$ cat config.mk
export PLATFORM = sky130hd
export DESIGN_NAME = regfile_scoreboard_flat
export DESIGN_NICKNAME = d
export VERILOG_FILES = /design/src/rtl/regfile_scoreboard_if.sv /design/src/rtl/regfile_scoreboard.sv /design/src/flat_wrapper.sv
export SDC_FILE = /design/constraint.sdc
export NUM_CORES = 2
export LEC_CHECK = 0
export BUFFER_PORTS_ARGS = -buffer_cell sky130_fd_sc_hd__buf_2
export CAP_MARGIN = 10
export CORE_ASPECT_RATIO = 1.1
export CORE_MARGIN = 2
export CORE_UTILIZATION = 40
export CTS_BUF_LIST = sky130_fd_sc_hd__clkbuf_8 sky130_fd_sc_hd__clkbuf_16
export CTS_CLUSTER_DIAMETER = 200
export CTS_CLUSTER_SIZE = 14
export DETAILED_ROUTE_END_ITERATION = 10
export PLACE_DENSITY = 0.63
export SKIP_LAST_GASP = 1
export SLEW_MARGIN = 10
export SYNTH_ARGS = -nofsm -noshare
export SYNTH_HDL_FRONTEND = slang
export SYNTH_SLANG_ARGS = --single-unit
$ cat constraint.sdc
create_clock -name clk -period 2.88 [get_ports clk]
set_input_delay 0.144 -clock clk [delete_from_list [all_inputs] [get_ports clk]]
set_output_delay 0.144 -clock clk [all_outputs]
set_load 0.005 [all_outputs]
$ cat src/rtl/regfile_scoreboard_if.sv
// Decode/writeback bundle for the register file and pending-write scoreboard.
// master: decode + writeback side; slave: the register file itself.
interface regfile_scoreboard_if #(
  parameter int XLEN = 64
);
  logic [4:0]      ra1;
  logic [4:0]      ra2;
  logic [XLEN-1:0] rd1;
  logic [XLEN-1:0] rd2;
  logic            busy1;
  logic            busy2;
  logic            wvalid;
  logic [4:0]      wa;
  logic [XLEN-1:0] wd;
  logic            issue_valid;
  logic            issue_wen;
  logic [4:0]      issue_rd;
  logic            issue_ready;
  logic            flush;
  logic            sb_err;

  modport master (
    output ra1, ra2, wvalid, wa, wd, issue_valid, issue_wen, issue_rd, flush,
    input  rd1, rd2, busy1, busy2, issue_ready, sb_err
  );

  modport slave (
    input  ra1, ra2, wvalid, wa, wd, issue_valid, issue_wen, issue_rd, flush,
    output rd1, rd2, busy1, busy2, issue_ready, sb_err
  );
endinterface

$ cat src/rtl/regfile_scoreboard.sv
// Architectural register file (x0 hardwired to zero) with two write-bypassed
// combinational read ports and a per-register pending-writer counter used by
// decode for hazard stalls. Decode increments at issue, writeback decrements.
module regfile_scoreboard #(
  parameter int XLEN   = 64,
  parameter int NREG   = 32,
  parameter int PEND_W = 2
) (
  input  logic                 clk,
  input  logic                 resetn,
  regfile_scoreboard_if.slave  bus
);

  localparam logic [PEND_W-1:0] PEND_MAX = '1;

  logic [XLEN-1:0]   regs_q [NREG];
  logic [XLEN-1:0]   regs_d [NREG];
  logic [PEND_W-1:0] pend_q [NREG];
  logic [PEND_W-1:0] pend_d [NREG];
  logic              sb_err_q;
  logic              sb_err_d;

  logic              issue_ready;
  logic [NREG-1:0]   inc_vec;
  logic [NREG-1:0]   dec_vec;
  logic [PEND_W-1:0] pend1;
  logic [PEND_W-1:0] pend2;
  logic              dec1;
  logic              dec2;

  // Saturation is judged on the registered count only; a same-cycle
  // writeback to issue_rd does not relieve it, keeping this path short.
  assign issue_ready = !(bus.issue_wen && (bus.issue_rd != '0) &&
                         (pend_q[bus.issue_rd] == PEND_MAX));
  assign bus.issue_ready = issue_ready;
  assign bus.sb_err      = sb_err_q;

  // Read ports: x0 reads zero, otherwise this cycle's writeback is bypassed.
  always_comb begin
    bus.rd1 = regs_q[bus.ra1];
    bus.rd2 = regs_q[bus.ra2];
    if (bus.wvalid && (bus.wa == bus.ra1)) bus.rd1 = bus.wd;
    if (bus.wvalid && (bus.wa == bus.ra2)) bus.rd2 = bus.wd;
    if (bus.ra1 == '0) bus.rd1 = '0;
    if (bus.ra2 == '0) bus.rd2 = '0;
  end

  // Busy flags look through this cycle's retirement so the last writer
  // clears busy in the same cycle its data is bypassed.
  always_comb begin
    pend1 = pend_q[bus.ra1];
    pend2 = pend_q[bus.ra2];
    dec1  = bus.wvalid && (bus.wa == bus.ra1) && (pend1 != '0);
    dec2  = bus.wvalid && (bus.wa == bus.ra2) && (pend2 != '0);
    bus.busy1 = (bus.ra1 != '0) && ((pend1 - PEND_W'(dec1)) != '0);
    bus.busy2 = (bus.ra2 != '0) && ((pend2 - PEND_W'(dec2)) != '0);
  end

  // Per-register issue (increment) and retire (decrement) strobes.
  always_comb begin
    inc_vec = '0;
    dec_vec = '0;
    for (int r = 1; r < NREG; r++) begin
      inc_vec[r] = bus.issue_valid && bus.issue_wen && (bus.issue_rd == 5'(r)) &&
                   issue_ready && !bus.flush;
      dec_vec[r] = bus.wvalid && (bus.wa == 5'(r)) && (pend_q[r] != '0);
    end
  end

  // Next-state: register write, counter update / flush, sticky error.
  always_comb begin
    regs_d   = regs_q;
    pend_d   = pend_q;
    sb_err_d = sb_err_q;
    if (bus.wvalid && (bus.wa != '0)) begin
      regs_d[bus.wa] = bus.wd;
      if ((pend_q[bus.wa] == '0) && !bus.flush) sb_err_d = 1'b1;
    end
    for (int r = 1; r < NREG; r++) begin
      if (bus.flush) begin
        pend_d[r] = '0;
      end else if (inc_vec[r] && !dec_vec[r]) begin
        pend_d[r] = pend_q[r] + 1'b1;
      end else if (dec_vec[r] && !inc_vec[r]) begin
        pend_d[r] = pend_q[r] - 1'b1;
      end
    end
    pend_d[0] = '0;
  end

  // State registers; reset clears data, counters and the error flag at once.
  always_ff @(posedge clk or negedge resetn) begin
    if (!resetn) begin
      regs_q   <= '{default: '0};
      pend_q   <= '{default: '0};
      sb_err_q <= 1'b0;
    end else begin
      regs_q   <= regs_d;
      pend_q   <= pend_d;
      sb_err_q <= sb_err_d;
    end
  end

endmodule

$ cat src/flat_wrapper.sv
// flat-port wrapper written by rule: the top's interface ports become plain ports
module regfile_scoreboard_flat 
#(
  parameter int XLEN   = 64,
  parameter int NREG   = 32,
  parameter int PEND_W = 2
)
  (clk, resetn, bus_ra1, bus_ra2, bus_wvalid, bus_wa, bus_wd, bus_issue_valid, bus_issue_wen, bus_issue_rd, bus_flush, bus_rd1, bus_rd2, bus_busy1, bus_busy2, bus_issue_ready, bus_sb_err);
  regfile_scoreboard_if #(.XLEN(XLEN)) bus_i ();
  input  logic clk;
  input  logic resetn;
  input wire logic [$bits(bus_i.ra1)-1:0] bus_ra1;
  input wire logic [$bits(bus_i.ra2)-1:0] bus_ra2;
  input wire logic [$bits(bus_i.wvalid)-1:0] bus_wvalid;
  input wire logic [$bits(bus_i.wa)-1:0] bus_wa;
  input wire logic [$bits(bus_i.wd)-1:0] bus_wd;
  input wire logic [$bits(bus_i.issue_valid)-1:0] bus_issue_valid;
  input wire logic [$bits(bus_i.issue_wen)-1:0] bus_issue_wen;
  input wire logic [$bits(bus_i.issue_rd)-1:0] bus_issue_rd;
  input wire logic [$bits(bus_i.flush)-1:0] bus_flush;
  output wire logic [$bits(bus_i.rd1)-1:0] bus_rd1;
  output wire logic [$bits(bus_i.rd2)-1:0] bus_rd2;
  output wire logic [$bits(bus_i.busy1)-1:0] bus_busy1;
  output wire logic [$bits(bus_i.busy2)-1:0] bus_busy2;
  output wire logic [$bits(bus_i.issue_ready)-1:0] bus_issue_ready;
  output wire logic [$bits(bus_i.sb_err)-1:0] bus_sb_err;
  assign bus_i.ra1 = bus_ra1;
  assign bus_i.ra2 = bus_ra2;
  assign bus_i.wvalid = bus_wvalid;
  assign bus_i.wa = bus_wa;
  assign bus_i.wd = bus_wd;
  assign bus_i.issue_valid = bus_issue_valid;
  assign bus_i.issue_wen = bus_issue_wen;
  assign bus_i.issue_rd = bus_issue_rd;
  assign bus_i.flush = bus_flush;
  assign bus_rd1 = bus_i.rd1;
  assign bus_rd2 = bus_i.rd2;
  assign bus_busy1 = bus_i.busy1;
  assign bus_busy2 = bus_i.busy2;
  assign bus_issue_ready = bus_i.issue_ready;
  assign bus_sb_err = bus_i.sb_err;
  regfile_scoreboard #(.XLEN(XLEN), .NREG(NREG), .PEND_W(PEND_W)) u_core (.clk(clk), .resetn(resetn), .bus(bus_i));
endmodule
[After elaboration in Yosys (flattened, before gate mapping)]
Index checks and enable logic that the tools add are counted.
Storage, ports and cells
  bits in registers: 2111
  output and inout bits: 132
  logic and storage cells: 687
Cells by class
  add/sub/neg operators: 64
  order comparisons: 5
  eq/ne operators: 65
  mux-type cells: 118
  bitwise gates (word level): 4
  reduce and logical (&&, ||, !) cells: 367
Operators with widths (count)
  $bwmux 2048: 1
  $bmux 64 s5: 2
  $mux 64: 9
  $demux 64 s5: 1
  $logic_and 1x1->1: 229
  $mux 2: 101
  $eq 5x5->1 const B: 32
  $reduce_bool 3->1: 31
  $eq 5x4->1 const B: 16
  $reduce_bool 2->1: 35
  $logic_not 1->1: 64
  $add 2x1->2 const B: 31
  $sub 2x1->2 const B: 31
  $bmux 2 s5: 4
  $eq 5x3->1 const B: 8
  $ge 6x6->1 const B: 4
  $not 5->6: 4
  $eq 5x2->1 const B: 4
  $reduce_bool 5->1: 4
  $eq 5x1->1 const B: 2
  $eq 5x5->1: 2
  $logic_not 5->1: 2
  $lt 6x1->1 const B: 1
  $sub 2x1->2: 2
  3 further kinds: 3

[Logic depth before layout (Yosys ltp)]
  depth in word-level cells: 14
  gate-level depth with buffers: 9
  gate-level depth less buffers: 6

[Worst setup path before layout]
Ideal clock, no wire load.
  kind: flip-flop to flip-flop
  start point: register u_core.pend_q[54] (netlist name)
  end point: register u_core.pend_q[42] (netlist name)
  library setup time: 127 ps
  arrival: 2127 ps
  data required time: 2753 ps
  setup slack: 626 ps
  cell stages (with the launch flop): 8
  path buffers: 1
  clock period less this slack: 2254 ps
  cell sequence: dfrtp_1 -> and2_0 -> mux4_2 -> mux4_2 -> nand2_1 -> buf_4 -> nand3_1 -> mux2_1
On the way
  word-level cells in the longest chain between the ends: 11
RTL lines
  from (decl): line regfile_scoreboard.sv:18  | logic [PEND_W-1:0] pend_q [NREG];
  from (signal assigned): line regfile_scoreboard.sv:99  | pend_q <= pend_d;
  $bmux 2 s5 (*): line regfile_scoreboard.sv:34  | (pend_q[bus.issue_rd] == PEND_MAX));
  $mux 2 (implied by the code) (*) (2 in a row): line regfile_scoreboard.sv:34
  $eq 2x2->1 (*): line regfile_scoreboard.sv:34
  $logic_and 1x1->1 (*): line regfile_scoreboard.sv:33  | assign issue_ready = !(bus.issue_wen && (bus.issue_rd != '0) &&
  $logic_not 1->1 (*): line regfile_scoreboard.sv:33
  $logic_and 1x1->1 (*): line regfile_scoreboard.sv:64  | inc_vec[r] = bus.issue_valid && bus.issue_wen && (bus.issue_rd == 5'(r)) &&
  $logic_and 1x1->1 (*): line regfile_scoreboard.sv:65  | issue_ready && !bus.flush;
  $logic_and 1x1->1 / $logic_not 1->1 (equally long branches): line regfile_scoreboard.sv:82, regfile_scoreboard.sv:84
  $mux 2 / $logic_and 1x1->1 (equally long branches): line regfile_scoreboard.sv:82, regfile_scoreboard.sv:84
  $mux 2 / $reduce_bool 3->1 (equally long branches)
Mark *: on every way between the ends. The rest lies on a longest branch, timed or not. The select of a mux whose other input is x is not followed.
A chain may end at the register's enable or synchronous reset.

[Final worst setup path]
  start point: register u_core.regs_q[1035] (netlist name)
  end point: output bus_rd1[11]
On the way
  word-level cells in the longest chain between the ends: 5
RTL lines
  from (decl): line regfile_scoreboard.sv:16  | logic [XLEN-1:0] regs_q [NREG];
  from (signal assigned): line regfile_scoreboard.sv:98  | regs_q <= regs_d;
  $bmux 64 s5: line regfile_scoreboard.sv:40  | bus.rd1 = regs_q[bus.ra1];
  $mux 64 (implied by the code) (2 in a row): line regfile_scoreboard.sv:40
  $mux 64: line regfile_scoreboard.sv:42  | if (bus.wvalid && (bus.wa == bus.ra1)) bus.rd1 = bus.wd;
  $mux 64: line regfile_scoreboard.sv:44  | if (bus.ra1 == '0) bus.rd1 = '0;
  to (decl): line flat_wrapper.sv:21  | output wire logic [$bits(bus_i.rd1)-1:0] bus_rd1;
Every way passes these cells. The select of a mux whose other input is x is not followed.

==> results.ini <==
[sta]
max_freq_ghz=0.330
fin_crit_ps=3030
period_share_pct=105
finalMaxSlewViolations=0
finalSetupViolCount=71
worstMarginPinSlew_ps=1140
hold_viol_final=0
fin_worst_skew_ps=35.9
rsz0062_at_grt=true
slew_headroom_pct=23.9
fin_ws_ps=-154

[layout]
area_growth_pct=13.6
multi_input_area_um2=59900
layout_commonest_cell=nand2_1
drive_gt1_share_pct=41.1
fin_cells=12700
regArea_um2=52800
fill_cells=25000
layout_common_cells=nand2_1, dfrtp_1, mux4_2
nets=9053
final_util_pct=45.6

[placement]
port_buffers=221
dp_cells=12400
gp_congestion=0.871
dp_hpwl_mm=231

[power_and_ir_drop]
cellPowerDensity_nw_per_um2=618
vdd_ir_drop_max_mv=0.704
leakage_uw=0.0583

[clocking]
cts_root_buffer=clkbuf_16
clk_pin_slew_ps=90
numClockSinks=2111
cts_tree=done
clk_latency_ps=870
cts-htree-levels=4
cts_buffers=168
ctsLongestPathBuffers=3

[critical_path]
crit_chain=mux4_2 -> mux4_2 -> mux2i_1 -> buf_4 -> a211oi_2 -> buf_2
crit_family=multiplexers
cp_common_cell=mux4_2
end_kind=primary output
slowest_delay_ps=530
path_class=reg -> out
crit_buf_inv=2
critPathMaxFanout=3
worst_path_max_delay_cell=mux4_2
start_kind=flip-flop
crit_arrival_ps=2890
worstPathRequired_ps=2740

[flow_run]
maxCapViolCount=0

[yosys]
ys_warn_count=0
yosysSeqAreaShare_pct=46.0
synth-async-reset-ratio_pct=100
synth_area_um2=115000
synth_cell_types=62
ys_ff_latch=2111
postSynthAreaPerCell_um2=12.9
synth_ff_type=dfrtp_1
syn_inst=8919
synth_enable_flop_cells=0
syn-num-nets=9009

[die]
die_x_um=515
core_um2=286000
die_y_um=566
die_area_um2=291000
placementRows=206
io_pins=222
initial_utilization_pct=40.1

[drt]
drt-total-wl_mm=388
firstDrtPassIters=6
ant_nets=0
wl_met2_mm=179
drc=0
vias=80700
route.met3.wl_mm=39.0
wl_met1_mm=152
top_layer=met5
wl_per_cell_um=30.5
via_per_inst=6.34
drt-initial-drc-count=9537

[global_route]
grt-ovfl-total=0
grt_max_degree=123
antenna_found_initial=13
grt_pass1_vias=82300
grt_pass1_wl_mm=571
grt_usage_pct=26.6

[hold_path]
hold_class=in -> reg

[run_status]
outcome=complete, but fails checks
violations=negative setup slack

## power breakdown
part,internal [uW],switching (uW)
logic,11500,8200
registers,35000,4110
clock network,10500,11200
total,57000,23500
## area by class of cell
type                       count  share of cell area [%]
multi-input combinational   5854                    46.0
inverter                       8                  0.0230
tap                         3744                    3.59
clock buffer                 169                    3.24
sequential                  2111                    40.5
timing repair buffer         820                    6.40
antenna                        2                 0.00384
clock inverter                16                   0.231
## metrics by stage
stage	TNS, ps	worst slack, ps	instance area, um^2	hold slack (ps)	power, uW
finish	-4540	-154	130000	60.1	80500
global route	-11620	-256	130000	76.0	83900
CTS	-9330	-199	129000	30.4	80300
detailed placement	-12.9	-12.9	123000	123	57900
global placement	0	26.8	123000	154	56900
floorplan	0	626	115000	-152	51200
## worst register-to-register path: cells and delay by family, from the launching register on
| family | cells | cell delay, ps |
|---|---|---|
| mux | 2 | 980 |
| buf+inv | 2 | 360 |
| simple gates | 2 | 220 |
| flops | 1 | 460 |
| compound gates | 1 | 330 |
| xor+xnor | 1 | 170 |
## cells by family (layout without fill, tap and decap cells)
kind of cell / Yosys count / after routing / share of synthesized area [%]
xor+xnor: 36 / 36 / 0.275
compound gates: 311 / 311 / 1.93
simple gates: 2886 / 2886 / 9.76
buf+inv: 954 / 1013 / 3.34
mux: 2621 / 2621 / 38.6
flops: 2111 / 2111 / 46.0
other cells: 0 / 2 / 0
## sequential cells by signal, indices dropped and copies added (netlist names)
signal             flops
u_core.bus.sb_err      1
u_core.pend_q         62
u_core.regs_q       2048
## synth_stat cells (32+ instances only)
| master | instances | area share [%] |
|---|---|---|
| buf_2 | 169 | 0.74 |
| xor2_1 | 32 | 0.24 |
| nand2_1 | 2544 | 8.3 |
| mux4_2 | 1331 | 26 |
| nor2_1 | 218 | 0.71 |
| dfrtp_1 | 2111 | 46 |
| buf_1 | 55 | 0.18 |
| a211oi_1 | 142 | 0.93 |
| mux2i_1 | 129 | 1.1 |
| clkbuf_1 | 716 | 2.3 |
| o21ai_0 | 35 | 0.15 |
| a21oi_1 | 75 | 0.33 |
| mux2_2 | 1159 | 11 |
## metal layers
metal	vias up	global-route usage, %
met5	-	0
met4	2	10.7
met3	907	5.77
met2	4573	41.5
met1	43000	36.2
li1	32200	-
## repair_timing
| item | 4_1_cts | 5_1_grt |
|---|---|---|
| buffers inserted | 24 | 46 |
| hold buffers | 77 | 0 |
| hold endpoints to repair | 3314 | 0 |
| gates resized for setup | 191 | 85 |
| setup endpoints to repair | 123 | 130 |
| pin swaps | 87 | 39 |
## final timing paths
path	startpoint	to	slack (ps)	depth (start not counted)
min in group asynchronous	resetn	u_core.pend_q[50]	170	3
max reg2reg	u_core.pend_q[53]	u_core.pend_q[50]	200	8
min reg2reg	u_core.regs_q[2023]	u_core.regs_q[2023]	400	0
max in group asynchronous	resetn	u_core.regs_q[1428]	1310	3
min	bus_issue_rd[1]	u_core.pend_q[56]	60	6
max	u_core.regs_q[1035]	bus_rd1[11]	-150	6
No activity file was read; power rests on OpenSTA's default activity.
